### src/rtl/mem_exp_pkg.sv
// mem_exp_pkg: shared widths, display patterns and sequencer states for the memory experiment
package mem_exp_pkg;
    localparam int MEM_ADDR_W = 6;
    localparam int MEM_DATA_W = 32;
    localparam logic [MEM_DATA_W-1:0] PAT_0 = 32'h1234_5678;
    localparam logic [MEM_DATA_W-1:0] PAT_1 = 32'h8765_4321;
    localparam logic [MEM_DATA_W-1:0] PAT_2 = 32'h0000_1111;
    localparam logic [MEM_DATA_W-1:0] PAT_3 = 32'hFFFF_1111;
    typedef enum logic [3:0] {
        IDLE, WR, RD_ADDR, RD_WAIT, RD_CAP, SW_WR, SW_RD, SW_WAIT, SW_CMP, DONE
    } state_t;
endpackage

### src/rtl/btn_debounce.sv
// btn_debounce: 2-FF synchronizer, stable-level debouncer and one-cycle press pulse
module btn_debounce #(
    parameter int DEB_CYCLES = 1_000_000
) (
    input  logic clk,
    input  logic rst,
    input  logic btn,
    output logic pulse
);
    localparam int CW = $clog2(DEB_CYCLES + 1);
    logic [1:0] sync;
    logic level;
    logic [CW-1:0] cnt;
    logic hit;
    // the synced level must disagree with the accepted one for DEB_CYCLES straight cycles
    assign hit = (sync[1] != level) && (cnt == CW'(DEB_CYCLES - 1));
    always_ff @(posedge clk) begin
        if (rst) begin
            sync  <= '0;
            level <= 1'b0;
            cnt   <= '0;
            pulse <= 1'b0;
        end else begin
            sync  <= {sync[0], btn};
            cnt   <= (sync[1] == level || hit) ? '0 : cnt + 1'b1;
            level <= level ^ hit;
            pulse <= hit & ~level;
        end
    end
endmodule

### src/rtl/mem_access_ctrl.sv
// mem_access_ctrl: step-button sequencer driving single writes/reads or a full write-read-verify sweep
module mem_access_ctrl
    import mem_exp_pkg::*;
#(
    parameter int ADDR_W     = MEM_ADDR_W,
    parameter int DATA_W     = MEM_DATA_W,
    parameter int DEB_CYCLES = 1_000_000,
    parameter int RD_LAT     = 1
) (
    input  logic              clk,
    input  logic              rst,
    input  logic              btn_step,
    input  logic              sw_write,
    input  logic              sw_sweep,
    input  logic [1:0]        sw_dsel,
    input  logic [ADDR_W-1:0] sw_addr,
    input  logic [DATA_W-1:0] mem_rdata,
    output logic              mem_we,
    output logic [ADDR_W-1:0] mem_addr,
    output logic [DATA_W-1:0] mem_wdata,
    output logic [DATA_W-1:0] disp_data,
    output logic              busy,
    output logic [6:0]        err_cnt
);
    state_t state, state_nx;
    logic step, last, mism;
    logic [DATA_W-1:0] pat, sel_pat;
    logic [ADDR_W-1:0] addr_nx;

    btn_debounce #(.DEB_CYCLES(DEB_CYCLES)) u_deb (
        .clk  (clk),
        .rst  (rst),
        .btn  (btn_step),
        .pulse(step)
    );

    assign sel_pat = sw_dsel == 2'b00 ? PAT_0 : sw_dsel == 2'b01 ? PAT_1 : sw_dsel == 2'b10 ? PAT_2 : PAT_3;
    assign addr_nx = mem_addr + 1'b1;
    assign last    = &mem_addr;
    assign mism    = mem_rdata != (pat ^ {{(DATA_W-ADDR_W){1'b0}}, mem_addr});
    assign mem_we  = state == WR || state == SW_WR;
    assign busy    = state != IDLE;

    always_ff @(posedge clk) state <= rst ? IDLE : state_nx;

    always_comb begin
        state_nx = state;
        case (state)
            IDLE:             state_nx = !step ? IDLE : sw_sweep ? SW_WR : sw_write ? WR : RD_ADDR;
            WR, RD_CAP, DONE: state_nx = IDLE;
            RD_ADDR:          state_nx = RD_LAT > 1 ? RD_WAIT : RD_CAP;
            RD_WAIT:          state_nx = RD_CAP;
            SW_WR:            state_nx = last ? SW_RD : SW_WR;
            SW_RD:            state_nx = RD_LAT > 1 ? SW_WAIT : SW_CMP;
            SW_WAIT:          state_nx = SW_CMP;
            SW_CMP:           state_nx = last ? DONE : SW_RD;
            default:          state_nx = IDLE;
        endcase
    end

    // switches are captured once at the accepted press; everything after runs from the latched copy
    always_ff @(posedge clk) begin
        if (rst) begin
            mem_addr  <= '0;
            mem_wdata <= '0;
            disp_data <= '0;
            err_cnt   <= '0;
            pat       <= '0;
        end else begin
            case (state)
                IDLE: if (step) begin
                    pat       <= sel_pat;
                    mem_wdata <= sel_pat;
                    mem_addr  <= sw_sweep ? '0 : sw_addr;
                    if (sw_sweep) err_cnt <= '0;
                end
                WR:     disp_data <= mem_wdata;
                RD_CAP: disp_data <= mem_rdata;
                SW_WR: begin
                    mem_addr  <= addr_nx;
                    mem_wdata <= pat ^ {{(DATA_W-ADDR_W){1'b0}}, addr_nx};
                end
                SW_CMP: begin
                    mem_addr <= addr_nx;
                    if (mism && err_cnt != 7'd64) err_cnt <= err_cnt + 1'b1;
                end
                DONE:    disp_data <= {{(DATA_W-7){1'b0}}, err_cnt};
                default: ;
            endcase
        end
    end
endmodule

### config.mk
export PLATFORM = sky130hd
export DESIGN_NAME = mem_access_ctrl
export DESIGN_NICKNAME = d
export VERILOG_FILES = /design/src/rtl/mem_exp_pkg.sv /design/src/rtl/btn_debounce.sv /design/src/rtl/mem_access_ctrl.sv
export SDC_FILE = /design/constraint.sdc
export NUM_CORES = 1
export LEC_CHECK = 0
export ABC_AREA = 1
export CAP_MARGIN = 20
export CORE_UTILIZATION = 50
export CTS_BUF_LIST = sky130_fd_sc_hd__clkbuf_16
export CTS_CLUSTER_DIAMETER = 150
export CTS_CLUSTER_SIZE = 16
export DETAILED_ROUTE_END_ITERATION = 8
export HOLD_SLACK_MARGIN = 0.1
export PLACE_DENSITY = 0.89
export SYNTH_ARGS = -nofsm -noshare
export SYNTH_HDL_FRONTEND = slang
export SYNTH_SLANG_ARGS = --single-unit
### constraint.sdc
create_clock -name clk -period 2.7 [get_ports clk]
set_input_delay 0.405 -clock clk [delete_from_list [all_inputs] [get_ports clk]]
set_output_delay 0.405 -clock clk [all_outputs]
set_load 0.05 [all_outputs]
Word-level counts from Yosys, hierarchy flattened
Index checks and enable logic that the tools add are counted.
Operators by class
  add/subtract/negate cells: 3
  eq/ne operators: 19
  mux-type cells: 19
  bitwise operators: 5
  reductions and logical operators: 20
Operators by type and width (number)
  32-bit 2-to-1 mux: 4
  32-bit case mux with 3 select lines: 1
  32-bit case mux with 2 select lines: 1
  32-bit by 6-bit XOR with 32-bit output: 2
  32-bit != test: 1
  7-bit 2-to-1 mux: 3
  20-bit by 1-bit adder with 20-bit output, second input constant: 1
  20-bit == test, second input constant: 1
  4-bit case mux with 5 select lines: 1
  4-bit by 3-bit == test with 1-bit output, second input constant: 4
  7-bit case mux with 2 select lines: 1
  6-bit 2-to-1 mux: 2
  6-bit case mux with 2 select lines: 1
  4-bit by 2-bit == test with 1-bit output, second input constant: 2
  4-bit == test, second input constant: 2
  2-bit OR reduction: 4
  7-bit by 1-bit adder with 7-bit output, second input constant: 1
  7-bit != test, second input constant: 1
  6-bit by 1-bit adder with 6-bit output, second input constant: 1
  3-bit 2-to-1 mux: 2
  2-bit AND reduction: 3
  6-bit AND reduction: 1
  2-bit nonzero test: 3
  4-bit by 1-bit == test with 1-bit output, second input constant: 1
  18 further kinds: 22
Word-level totals
  bits in registers: 137
  input bits: 45
  output and inout port bits: 79
  logic and storage cells: 76

Logic depth before layout (Yosys ltp)
Gate-level depths: netlist of the first run.
  word-level depth: 6
  gate-level depth with buffers: 12

By module
A second synthesis of the first run with hierarchy kept.
Unflattened totals
  cell total of the unflattened synthesis: 751
  area, all modules: 5158.7 um^2
By module, submodules not included
  mem_access_ctrl: times used 1, cells each 574, area an instance 3946.3 um^2
  btn_debounce: times used 1, cells each 177, area an instance 1212.4 um^2

Worst setup path after synthesis of the first run
Ideal clock, no wire load.
  kind: register to register
  from: register mem_addr[1]
  to: register state[2]
  library setup time: 132 ps
  arrival: 1762 ps
  slack: 806 ps
  cell stages (with the launch flop): 9
  buffers on the path: 0
  period minus slack after synthesis: 1894 ps
  cell sequence: dfxtp_1 -> ha_1 -> nand3_1 -> nor2_1 -> inv_1 -> nor2_1 -> nor2_1 -> a311oi_1 -> a21oi_1
Between the ends
  longest elaborated chain between the ends: 3
Ends and longest elaborated chain
  from (decl): line mem_access_ctrl.sv:19  | output logic [ADDR_W-1:0] mem_addr,
  from (signal assigned): line mem_access_ctrl.sv:74  | mem_addr <= sw_sweep ? '0 : sw_addr;
  from (signal assigned): line mem_access_ctrl.sv:80  | mem_addr <= addr_nx;
  from (signal assigned): line mem_access_ctrl.sv:84  | mem_addr <= addr_nx;
  6-bit AND reduction: line mem_access_ctrl.sv:39  | assign last = &mem_addr;
  4-bit 2-to-1 mux: line mem_access_ctrl.sv:56  | SW_CMP: state_nx = last ? DONE : SW_RD;
  4-bit case mux with 5 select lines: line mem_access_ctrl.sv:48  | case (state)
  to (signal assigned): line mem_access_ctrl.sv:44  | always_ff @(posedge clk) state <= rst ? IDLE : state_nx;
  to (decl): line mem_access_ctrl.sv:25  | state_t state, state_nx;
No other way between the ends.
A chain may end at the register's enable or synchronous reset.

Worst setup path in the final report of the first run
  from: register state[1]
  to: output busy
Between the ends
  longest elaborated chain between the ends: 1
Ends and longest elaborated chain
  4-bit nonzero test: line mem_access_ctrl.sv:42  | assign busy = state != IDLE;
  to (decl): line mem_access_ctrl.sv:22  | output logic busy,
No other way between the ends.

==> results of run 1 <==
## per-stage QoR
stage	worst slack, ns	hold slack [ns]
floorplan	0.806	0.388
global placement	0.453	0.397
detailed placement	0.335	0.409
CTS	0.306	0.411
global route	0.204	0.437
finish	0.295	0.408
## area by class of cell
| cell class | count | area (um^2) | area share [%] |
|---|---|---|---|
| Sequential cell | 95 | 1900 | 30.0 |
| Inverter | 80 | 300 | 4.73 |
| Timing Repair Buffer | 124 | 1220 | 19.3 |
| Multi-Input combinational cell | 497 | 2470 | 38.9 |
| Clock buffer | 9 | 225 | 3.55 |
| Clock inverter | 7 | 65.1 | 1.02 |
| Tap cell | 129 | 161 | 2.54 |
## cells in the final DEF, fill, tap and decap left out, types with 16 or more instances in the layout
cell | netlist | final
nand2_1 | 194 | 194
clkdlybuf4s50_1 | 0 | 118
dfxtp_1 | 95 | 95
inv_1 | 73 | 74
nor2_1 | 68 | 68
nand3_1 | 50 | 50
a21oi_1 | 37 | 37
a31oi_1 | 29 | 29
o21ai_0 | 24 | 24
nor3_1 | 16 | 16
## synthesized netlist by cell type, drive strengths merged, types with 8 or more instances
library cell	instances
nand2	195
dfxtp	95
inv	78
nor2	72
nand3	50
a21oi	37
buf	31
a31oi	29
o21ai	26
nor3	20
clkbuf	9
ha	9
o211ai	8
## layer usage
| metal | part of all wire (%) | track usage (%) | wire, um |
|---|---|---|---|
| met2 | 49 | 49.3 | 6830 |
| met5 | 0 | 0 | 0 |
| met1 | 40 | 35.7 | 5550 |
| met3 | 8.9 | 5.41 | 1250 |
| met4 | 2.7 | 10.1 | 385 |
## critical path, stage by stage (launching register included)
cell             delay (ns)
dfxtp_1                0.34
inv_1                  0.06
nand2_1                0.19
inv_1                  0.11
nand3_1                0.14
clkdlybuf4s50_1        0.83
## worst paths after layout
| path | startpoint | endpoint | depth (start not counted) |
|---|---|---|---|
| min | u_deb.sync[0]$_SDFF_PP0_ | u_deb.sync[1]$_SDFF_PP0_ | 2 |
| max | state[1]$_SDFF_PP0_ | busy | 5 |
| min reg2reg | u_deb.sync[0]$_SDFF_PP0_ | u_deb.sync[1]$_SDFF_PP0_ | 2 |
| max reg2reg | u_deb.cnt[0]$_SDFF_PP0_ | u_deb.cnt[17]$_SDFF_PP0_ | 8 |
## flip-flops by register name (all words and copies together) (netlist names), named ones only
signal       count
err_cnt          7
pat              8
u_deb.pulse      1
u_deb.cnt       20
u_deb.sync       2
disp_data       32
state            4
mem_wdata       14
mem_addr         6
## power breakdown
group | internal (mW) | total, mW | leakage [nW] | switching (mW)
combinational | 0.0753 | 0.158 | 1.50 | 0.0824
clock | 0.710 | 1.25 | 0.136 | 0.536
sequential | 1.40 | 1.40 | 0.765 | 0.000997
## cell families after synthesis
group / after synthesis / synth area share (%)
AND/OR/NAND/NOR: 357 / 31.5
buffers and inverters: 120 / 11.1
AO/OA/AOI/OAI: 114 / 14.0
flip-flops: 95 / 38.7
XOR/XNOR: 13 / 2.32
adder cells (fa/ha/maj): 9 / 2.29
other: 1 / 0.0764
==> results.py, run 1 <==
metrics = {
    "die": {
        "dieHeight_um": 101,
        "die_w_um": 101,
        "pin_count": 124,
        "start_util_pct": 52.4,
        "die_area_mm2": 0.0102,
        "row_count": 35,
        "core_mm2": 0.00937,
    },
    "global_routing": {
        "grt_antenna_before_repair": 0,
        "grt_pass1_wl_mm": 22.9,
        "gr-total-overflow": 0,
        "grt_pass1_vias": 4747,
        "track_usage_pct": 28.7,
        "grt_max_degree": 49,
    },
    "placed_design": {
        "port_buffers": 119,
        "dp_hpwl_mm": 10.5,
        "place_congestion": 0.924,
        "place_area_mm2": 0.00606,
        "post-place-cells": 925,
    },
    "critical_path": {
        "cp.required_ns": 2.30,
        "cp-start-kind": "flip-flop",
        "timing.critical_path.fanout_max": 3,
        "reg2reg_slack_ns": 0.64,
        "crit_path_end_kind": "output pin",
        "critPathKind": "flip-flop to output pin",
        "worstPathArrival_ns": 2.00,
    },
    "clock_network": {
        "cts_resized": 0,
        "cts.sinks": 95,
        "cts_hold_buf": 0,
        "cts_made_buffers": 9,
        "cts_tree": "done",
        "clk-insertion-delay-late_ns": 0.34,
        "cts_root_buffer": "clkbuf_16",
        "clk_pin_slew_ns": 0.07,
        "clk_path_buf_depth": 2,
        "cts_setup_buffers": 0,
        "ctsHtreeMaxLevel": 3,
    },
    "power_and_ir_drop": {
        "p_per_area_mw_per_mm2": 442,
        "power.total_mw": 2.81,
        "ir_drop_v": 0.000363,
        "power.leakage_nw": 2.40,
    },
    "final_layout": {
        "diodes": 0,
        "drive_gt1_share_pct": 5.30,
        "fin_cells": 941,
        "fill_cells": 796,
        "final_util_pct": 67.8,
        "nets": 861,
        "fin_area_mm2": 0.00635,
        "area_growth_pct": 29.4,
    },
    "detailed_routing": {
        "drc": 0,
        "vias": 5197,
        "ant_nets": 0,
        "dr.pass1.iters": 6,
        "wl_per_cell_um": 14.9,
        "viasPerCell": 5.52,
        "drtIter0Drc": 382,
        "wl_mm": 14.0,
    },
    "sta": {
        "timing.fmax_ghz": 0.416,
        "rsz0062_at_grt": "false",
        "hold_violations": 0,
        "drv_slew": 0,
        "finalSetupViolCount": 0,
        "fin_crit_sh_pct": 89.1,
        "worst_pin_slew_ns": 0.614,
        "tns_ns": 0,
        "period_minus_slack_ns": 2.41,
        "skew_ns": 0.00757,
        "relSlewSlack_pct": 58.9,
    },
    "logic_synthesis": {
        "async_flop_share_pct": 0,
        "ys_seq_area_share_pct": 38.7,
        "synth-edff-count": 0,
        "synth_flop_cell": "dfxtp_1",
        "synthesis.area_mm2": 0.00491,
        "synth_cells": 709,
        "synth_top_area_share_pct": 38.7,
        "synth_top_area_cell": "dfxtp_1",
        "synthDistinctLibCells": 39,
        "ys_top_cells_by_area": "dfxtp_1 (39%), nand2_1 (15%), inv_1 (5.6%)",
        "avgSynthCellArea_um2": 6.92,
        "ys_ff_latch": 95,
        "yosys_warnings": 0,
    },
    "job": {
        "cap_violations": 0,
    },
    "run_status": {
        "status": "finished clean",
    },
    "min_path": {
        "min_path_type": "flip-flop to flip-flop",
    },
}
(Power assumes the default switching activity.)
==> inputs of run 2 (changes only) <==
--- a/config.mk
+++ b/config.mk
@@ -13,7 +13,7 @@
 export CTS_CLUSTER_SIZE = 16
 export DETAILED_ROUTE_END_ITERATION = 8
 export HOLD_SLACK_MARGIN = 0.1
-export PLACE_DENSITY = 0.89
+export PLACE_DENSITY = 0.81
 export SYNTH_ARGS = -nofsm -noshare
 export SYNTH_HDL_FRONTEND = slang
 export SYNTH_SLANG_ARGS = --single-unit
==> results.py, run 2 (synthesized netlist as in run 1, its figures left out) <==
metrics = {
    "final_layout": {
        "final_common_cell": "nand2_1",
        "drive_gt1_share_pct": 5.30,
        "fin_cells": 941,
        "multi_input_area_mm2": 0.00247,
        "largestRegisters": "disp_data: 32 flops, u_deb.cnt: 20 flops, mem_wdata: 14 flops",
        "largest_register_ffs": 32,
        "area_growth_pct": 29.8,
        "largest-register": "disp_data",
        "diodes": 0,
        "fill_cells": 829,
        "layout_common_cells": "nand2_1 (194), clkdlybuf4s50_1 (118), dfxtp_1 (95), inv_1 (73), nor2_1 (68)",
        "seq_area_mm2": 0.00190,
        "nets": 861,
    },
    "power_and_ir_drop": {
        "power.leakage_nw": 2.41,
        "power.total_mw": 2.90,
        "ir_drop_v": 0.000318,
        "p_per_area_mw_per_mm2": 455,
    },
    "sta": {
        "skew_ns": 0.00665,
        "timing.fmax_ghz": 0.422,
        "rsz0062_at_grt": "false",
        "worst_pin_slew_ns": 0.620,
        "hold_ws_ns": 0.415,
        "finalSetupViolCount": 0,
        "tns_ns": 0,
        "drv_slew": 0,
        "hold_violations": 0,
        "period_minus_slack_ns": 2.37,
        "fin_crit_sh_pct": 87.7,
        "relSlewSlack_pct": 58.4,
    },
    "die": {
        "start_util_pct": 52.4,
        "dieHeight_um": 101,
        "row_count": 35,
        "die_w_um": 101,
        "die_area_mm2": 0.0102,
        "core_mm2": 0.00937,
        "pin_count": 124,
    },
    "detailed_routing": {
        "wl_mm": 13.7,
        "drc": 0,
        "dr.pass1.iters": 5,
        "viasPerCell": 5.43,
        "wl_per_cell_um": 14.5,
        "vias": 5107,
        "ant_nets": 0,
        "drtIter0Drc": 321,
    },
    "placed_design": {
        "post-place-cells": 925,
        "place_congestion": 0.909,
        "dp_hpwl_mm": 10.1,
        "port_buffers": 119,
    },
    "clock_network": {
        "clk-insertion-delay-late_ns": 0.34,
        "cts_tree": "done",
        "cts_root_buffer": "clkbuf_16",
        "cts_setup_buffers": 0,
        "cts_hold_buf": 0,
        "cts_resized": 0,
        "cts_made_buffers": 9,
        "clk_pin_slew_ns": 0.06,
        "cts.sinks": 95,
        "ctsHtreeMaxLevel": 3,
        "clk_path_buf_depth": 2,
    },
    "job": {
        "cap_violations": 0,
    },
    "critical_path": {
        "max_stage_delay_ns": 0.80,
        "cp_top_family": "buffers and inverters",
        "timing.critical_path.fanout_max": 3,
        "critPathKind": "flip-flop to output pin",
        "reg2reg_slack_ns": 0.70,
        "crit_path_end": "busy",
        "r2r-start": "mem_addr[2]$_SDFFE_PP0P_",
        "critical_path_depth": 5,
        "regToRegEndpoint": "err_cnt[6]$_SDFFE_PP0P_",
        "crit_path_end_kind": "output pin",
        "r2r_cells": 11,
        "critPathLaunch": "state[1]$_SDFF_PP0_",
        "path_buf_inv": 3,
        "cp.required_ns": 2.30,
        "crit_top_cell": "inv_1",
        "cp-start-kind": "flip-flop",
        "path_cells": "inv_1 > nand2_1 > inv_1 > nand3_1 > clkdlybuf4s50_1",
        "slowest_stage": "clkdlybuf4s50_1",
        "worstPathArrival_ns": 1.96,
    },
    "global_routing": {
        "grt_antenna_before_repair": 0,
        "grt_pass1_vias": 4554,
        "track_usage_pct": 27.2,
        "gr-total-overflow": 0,
        "grt_pass1_wl_mm": 21.7,
        "grt_max_degree": 49,
    },
    "min_path": {
        "min_path_type": "flip-flop to flip-flop",
    },
    "run_status": {
        "status": "finished clean",
    },
}
## run 2: cell types whose count changed in the layout (fill, tap and decap cells not counted), sizes merged
cell and change:
clkinv +1, bufinv +1, clkinvlp -1, inv -1
## run 2: worst min-delay path by stage
stage / start / end / slack (ns) / depth (start not counted)
2_1_floorplan: u_deb.sync[0]$_SDFF_PP0_ / u_deb.sync[1]$_SDFF_PP0_ / 0.39 / 2
3_3_place_gp: u_deb.sync[0]$_SDFF_PP0_ / u_deb.sync[1]$_SDFF_PP0_ / 0.40 / 2
3_5_place_dp: u_deb.sync[0]$_SDFF_PP0_ / u_deb.sync[1]$_SDFF_PP0_ / 0.41 / 2
4_1_cts: u_deb.sync[0]$_SDFF_PP0_ / u_deb.sync[1]$_SDFF_PP0_ / 0.42 / 2
5_1_grt: u_deb.sync[0]$_SDFF_PP0_ / u_deb.sync[1]$_SDFF_PP0_ / 0.45 / 2
6_report: u_deb.sync[0]$_SDFF_PP0_ / u_deb.sync[1]$_SDFF_PP0_ / 0.42 / 2
## run 2: final cells by class
cell class / count / share of cell area, %
Multi-Input combinational cell: 497 / 38.8
Sequential cell: 95 / 29.8
Timing Repair Buffer: 124 / 19.2
Inverter: 80 / 4.71
Clock buffer: 9 / 3.53
Tap cell: 129 / 2.53
Clock inverter: 7 / 1.37
## run 2: through the flow
step           util, %  instance area, um^2  setup WS (ns)
4_1_cts           68.0                 6370          0.334
3_3_place_gp      64.7                 6060          0.343
5_1_grt           68.0                 6370          0.264
6_report          68.0                 6370          0.332
2_1_floorplan        -                 4920          0.806
3_5_place_dp      64.7                 6060          0.257
## run 2: power breakdown
part | switching [mW] | internal [mW]
Combinational | 0.0817 | 0.0752
Clock | 0.538 | 0.804
Sequential | 0.000940 | 1.40
## run 2: routing by layer
metal | track usage (%) | share of wire (%) | up-vias | wire, um
li1 | - | - | 2502 | -
met1 | 34.9 | 43 | 2352 | 5840
met2 | 45.1 | 47 | 230 | 6450
met3 | 5.69 | 8.3 | 23 | 1130
met4 | 9.92 | 1.9 | 0 | 256
met5 | 0 | 0 | - | 0
## run 2: worst min-delay path: cells and delay by family, from the launching register on
family / cells / cell delay, ns
buffers and inverters: 1 / 0.04
flip-flops: 1 / 0.30
AND/OR/NAND/NOR: 1 / 0.03
